`src/rtl/pe_pkg.sv`:
```
// Shared types and defaults for the PE partial-sum datapath.
package pe_pkg;

    localparam int PIXEL_WIDTH_DEF = 16;
    localparam int PSUM_WIDTH_DEF  = 32;
    localparam int CNT_WIDTH_DEF   = 5;

    localparam logic signed [PSUM_WIDTH_DEF-1:0] PSUM_MAX = {1'b0, {(PSUM_WIDTH_DEF-1){1'b1}}};
    localparam logic signed [PSUM_WIDTH_DEF-1:0] PSUM_MIN = {1'b1, {(PSUM_WIDTH_DEF-1){1'b0}}};

    typedef enum logic [1:0] {
        IDLE,
        ACCUM,
        WAIT_PSUM,
        OUTPUT
    } state_t;

endpackage

```
`src/rtl/sat_adder.sv`:
```
// Signed adder that clamps to the W-bit two's-complement range and flags any clamp.
module sat_adder #(
    parameter int W = 32
) (
    input  logic signed [W-1:0] a,
    input  logic signed [W-1:0] b,
    output logic signed [W-1:0] sum,
    output logic                ovf
);

    localparam logic signed [W-1:0] MAXV = {1'b0, {(W-1){1'b1}}};
    localparam logic signed [W-1:0] MINV = {1'b1, {(W-1){1'b0}}};

    logic signed [W:0] full;

    always_comb begin
        full = {a[W-1], a} + {b[W-1], b};
        // The top two bits disagree exactly when the true sum leaves the W-bit range.
        ovf  = (full[W] != full[W-1]);
        if (ovf) begin
            sum = full[W] ? MINV : MAXV;
        end else begin
            sum = full[W-1:0];
        end
    end

endmodule

```
`src/rtl/psum_accumulator.sv`:
```
// Accumulates a runtime-length window of signed products, optionally adds an upstream psum,
// and hands the saturated result downstream over valid/ready.
module psum_accumulator
    import pe_pkg::*;
#(
    parameter int PIXEL_WIDTH = PIXEL_WIDTH_DEF,
    parameter int PSUM_WIDTH  = PSUM_WIDTH_DEF,
    parameter int CNT_WIDTH   = CNT_WIDTH_DEF
) (
    input  logic                          clk,
    input  logic                          reset,
    input  logic                          start,
    input  logic [CNT_WIDTH-1:0]          num_taps,
    input  logic                          psum_in_en,
    input  logic                          prod_valid,
    input  logic signed [2*PIXEL_WIDTH-1:0] product,
    input  logic                          psum_in_valid,
    output logic                          psum_in_ready,
    input  logic signed [PSUM_WIDTH-1:0]  psum_in,
    output logic                          psum_out_valid,
    input  logic                          psum_out_ready,
    output logic signed [PSUM_WIDTH-1:0]  psum_out,
    output logic                          sat_flag,
    output logic                          busy,
    output logic                          drop_err
);

    state_t                       state_q, state_d;
    logic signed [PSUM_WIDTH-1:0] acc_q, acc_d;
    logic [CNT_WIDTH-1:0]         cnt_q, cnt_d;
    logic [CNT_WIDTH-1:0]         taps_q, taps_d;
    logic                         pen_q, pen_d;
    logic                         sat_q, sat_d;

    logic signed [PSUM_WIDTH-1:0] prod_ext;
    logic signed [PSUM_WIDTH-1:0] add_b;
    logic signed [PSUM_WIDTH-1:0] add_sum;
    logic                         add_ovf;

    assign prod_ext = PSUM_WIDTH'(product);

    // One adder serves both the product run and the final upstream-psum addition.
    sat_adder #(.W(PSUM_WIDTH)) u_sat_adder (
        .a   (acc_q),
        .b   (add_b),
        .sum (add_sum),
        .ovf (add_ovf)
    );

    always_comb begin
        state_d = state_q;
        acc_d   = acc_q;
        cnt_d   = cnt_q;
        taps_d  = taps_q;
        pen_d   = pen_q;
        sat_d   = sat_q;
        add_b   = prod_ext;
        unique case (state_q)
            IDLE: begin
                if (start && (num_taps != '0)) begin
                    state_d = ACCUM;
                    acc_d   = '0;
                    cnt_d   = '0;
                    sat_d   = 1'b0;
                    taps_d  = num_taps;
                    pen_d   = psum_in_en;
                end
            end
            ACCUM: begin
                if (prod_valid) begin
                    acc_d = add_sum;
                    sat_d = sat_q | add_ovf;
                    cnt_d = cnt_q + CNT_WIDTH'(1);
                    if (cnt_q == taps_q - CNT_WIDTH'(1)) begin
                        state_d = pen_q ? WAIT_PSUM : OUTPUT;
                    end
                end
            end
            WAIT_PSUM: begin
                add_b = psum_in;
                if (psum_in_valid) begin
                    acc_d   = add_sum;
                    sat_d   = sat_q | add_ovf;
                    state_d = OUTPUT;
                end
            end
            OUTPUT: begin
                if (psum_out_ready) begin
                    state_d = IDLE;
                end
            end
            default: state_d = IDLE;
        endcase
    end

    always_ff @(posedge clk) begin
        if (reset) begin
            state_q <= IDLE;
            acc_q   <= '0;
            cnt_q   <= '0;
            taps_q  <= '0;
            pen_q   <= 1'b0;
            sat_q   <= 1'b0;
        end else begin
            state_q <= state_d;
            acc_q   <= acc_d;
            cnt_q   <= cnt_d;
            taps_q  <= taps_d;
            pen_q   <= pen_d;
            sat_q   <= sat_d;
        end
    end

    assign psum_in_ready  = (state_q == WAIT_PSUM);
    assign psum_out_valid = (state_q == OUTPUT);
    assign psum_out       = acc_q;
    assign sat_flag       = sat_q && (state_q == OUTPUT);
    assign busy           = (state_q != IDLE);
    // Products arriving outside the accumulation window are discarded and flagged.
    assign drop_err       = prod_valid && (state_q != ACCUM);

endmodule

```
`config.mk`:
```
export PLATFORM = sky130hd
export DESIGN_NAME = psum_accumulator
export DESIGN_NICKNAME = d
export VERILOG_FILES = /design/src/rtl/pe_pkg.sv /design/src/rtl/sat_adder.sv /design/src/rtl/psum_accumulator.sv
export SDC_FILE = /design/constraint.sdc
export NUM_CORES = 1
export LEC_CHECK = 0
export CORE_MARGIN = 2
export CORE_UTILIZATION = 45
export CTS_CLUSTER_SIZE = 12
export DETAILED_ROUTE_END_ITERATION = 10
export DONT_BUFFER_PORTS = 1
export PLACE_DENSITY_LB_ADDON = 0.15
export SETUP_SLACK_MARGIN = 0.2
export SLEW_MARGIN = 10
export SYNTH_ARGS = -nofsm -noshare
export SYNTH_HDL_FRONTEND = slang
export SYNTH_HIERARCHICAL = 1
export SYNTH_SLANG_ARGS = --single-unit
```
`constraint.sdc`:
```
create_clock -name clk -period 10.65 [get_ports clk]
set_input_delay 1.5975 -clock clk [delete_from_list [all_inputs] [get_ports clk]]
set_output_delay 1.5975 -clock clk [all_outputs]
set_load 0.005 [all_outputs]
```
==> metrics list <==
- The H-tree generated during clock tree synthesis spans 2 levels.
- For the worst setup path, the data arrival time is 5350 ps.
* Ys async rst share: 0%
- Port bufs: 0
* Placed wire-length estimate: 7990 um
* Filler Cell Count: 999
- Top library cells by usage in the layout, fill and taps aside: nor2_1 (59), a21oi_1 (52), dfxtp_1 (46)
* Top_reg_cell synth: dfxtp_1
* Later-pin clock latency in the skew report: 310 ps
- Post-synthesis cell area: 4480 um2
- The total count of hold-check failures in the final report came to 0.
- At the pin with the least slew margin, the transition time is 960 ps.
- Antenna diode count: 0
- Synthesis produced 544 cells.
* Final period demand of the worst path: 5150 ps
- Setup violations remaining at the end of the flow were counted as 0.
* I/O pin total: 113
* Residual antenna-violating net count after detailed routing: 0
- Gates resized during post-CTS repair numbered 0.
- Count of flip-flops with a built-in enable after synthesis: 0
* Setup CP Type: reg -> reg
- The number of clock buffers added by TritonCTS is 5.
- Via count of the first global-routing pass: 3929
- Setup total negative slack on the finished layout was measured at 0 ps.
* Worst Setup End Kind: flop
- Setup repair after global routing left no endpoint under its margin.
- Across the run, the number of max-cap violations was 0.
* DRC viols: 0
* Per-instance average area after synthesis: 8.23 um2
* Vertical extent of the die: 104 um
- Max stage delay cell, worst path: ha_2
- TritonCTS built the clock tree.
- Violation count after the first detailed-routing iteration: 178
- On the final layout, the worst clock skew is 9.16 ps.
* Most common library cell in the layout ignoring fill and taps: nor2_1
- Cell chosen for the clock root: clkbuf_8
* Global-route wire length before repair: 18600 um
- Gp weighted congestion: 0.813
- Delay-heaviest family, CP: compound AO/OA/AOI/OAI gates
- Count of buffers added by post-CTS timing repair for setup: 0
- In this run the standard cell core region covers 9730 um2.
* WL/cell: 17.1 um
* Maximum ir drop on the vdd rail: 0.000124 V
- Headroom to the max-slew limit came out at 35.8%.
- In the global route stage, overall resource usage came out at 20.6%.
* Worst path cell trace: inv_1, ha_2, mux2_2, ha_1, fa_1, a211oi_1, o311a_1, or4_1, o211ai_2, a311oi_2, nand2_1, mux2i_4, o21ai_0, a22oi_1, nor2_1
- Starting utilization of the core area: 46.0%
- Total die area: 10800 um2
- Entering global routing, the biggest net connects 44 pins.
* Yosys warning count: 6
* Width of the chip: 104 um
- Area used by multi-input combinational logic: 3300 um2
* Area growth from synthesis to layout: 1.76%
- The worst setup path is launched from a flop.
- Along the worst path, the maximum fanout reaches 35.
* Clock transition at the register clock pins on the worst setup and hold paths after CTS: 100 ps
- The first detailed-routing pass took 5 iterations.
- Share of synthesized area occupied by flip-flops and latches: 20.6%
- Across the whole layout, storage elements account for 921 um2.
* Synthesized Nets: 660
- Layout cells sized above 1: 14.0%
* Total leakage power: 1.81 nW
- FF+latch count, synth: 46
- Average vias per placed instance: 5.98
* Buffer depth of the longest clock path: 2
* DR vias: 3905
* Max frequency: 194 MHz
* Antenna violations before repair: 0
- On the final layout, the worst hold slack is 513 ps.
- Buffers plus inverters on the worst setup path: 1
* Count of clock tree sinks: 46
* Total congestion overflow after global routing: 0
- For this run, the slowest stage of the critical path takes 780 ps.
- The number of slew-limit violations in the final report was 0.
- Result of the run: finished, final reports clean
* Net count, final: 635
* Number of different library cells in the post-synthesis netlist: 72
- Cell area power density: 346 nW/um2
- In this run, post-CTS hold repair placed 0 buffers.
- Req. time, crit path: 10850 ps
- Row count: 36
- Worst hold-check path type: reg -> reg
* Share of the clock period used by the worst path after layout: 48.3%
* Total routed wirelength: 11100 um
power breakdown:
part,total (mW),switching [mW],internal [mW]
clock,0.114,0.0680,0.0465
sequential,0.309,0.0717,0.237
combinational,1.16,0.658,0.497
total,1.58,0.798,0.780
flip-flops by register name (all words and copies together), names as in the netlist:
| name | count |
|---|---|
| taps_q | 5 |
| pen_q | 1 |
| cnt_q | 5 |
| state_q | 2 |
| sat_q | 1 |
| psum_out | 32 |
final timing paths:
kind,from,to,slack [ps],cells past startpoint
setup / recovery,state_q[0],psum_out[3],5500,15
hold / removal,pen_q,pen_q,510,2
setup reg to reg,state_q[0],psum_out[3],5500,15
hold reg to reg,pen_q,pen_q,510,2
cells by family (layout without fill, tap and decap cells):
| kind of cell | count (synthesis) | in the layout | synth area share (%) |
|---|---|---|---|
| compound gates | 189 | 189 | 29.4 |
| xor+xnor | 37 | 37 | 7.40 |
| fa+ha+maj | 40 | 40 | 11.3 |
| buf+inv | 52 | 28 | 6.06 |
| flops | 46 | 46 | 20.6 |
| mux | 40 | 40 | 10.1 |
| simple gates | 140 | 140 | 15.1 |
metal layers:
| metal | part of all wire (%) | up-vias | global-route usage [%] |
|---|---|---|---|
| li1 | - | 1964 | - |
| met1 | 48 | 1828 | 26.0 |
| met2 | 46 | 99 | 35.5 |
| met3 | 5.2 | 14 | 4.09 |
| met4 | 1.4 | 0 | 5.79 |
| met5 | 0 | - | 0 |
Yosys cell counts (8+ instances only):
library cell	n	area (um2)
clkbuf_1	16	60.1
xnor2_1	17	149
o21ai_2	8	70.1
o21ai_0	28	140
a21oi_1	52	260
nand2_1	26	97.6
dfxtp_1	46	921
nor2_1	59	221
inv_1	18	67.6
ha_1	39	488
nand3_1	12	60.1
a22oi_1	32	240
mux2_2	32	360
a21o_1	12	90.1
xor2_1	19	166
worst register-to-register path, stage by stage (launching register included):
cell      delay (ps)
dfxtp_1          340
inv_1            160
ha_2             780
mux2_2           430
ha_1             230
fa_1             430
a211oi_1         350
o311a_1          240
or4_1            130
o211ai_2         170
a311oi_2         420
nand2_1          170
mux2i_4          700
o21ai_0          230
a22oi_1          220
nor2_1            50
layout make-up:
class                      count  share of cell area [%]
inverter                      18                    1.48
multi-input combinational    446                    72.4
clock buffer                   5                    1.51
timing repair buffer           2                   0.329
tap                          133                    3.65
sequential                    46                    20.2
clock inverter                 3                   0.412
metrics by stage:
step	power, mW	cell area, um2	std cells	utilization [%]	setup WS [ps]
5_1_grt	1.75	4560	653	46.8	4950
3_5_place_dp	1.46	4470	645	45.9	5330
2_1_floorplan	1.28	4480	544	-	6180
4_1_cts	1.59	4560	653	46.8	5420
3_3_place_gp	1.46	4470	645	45.9	5400
6_report	1.58	4560	653	46.8	5500
(Power assumes the default switching activity.)
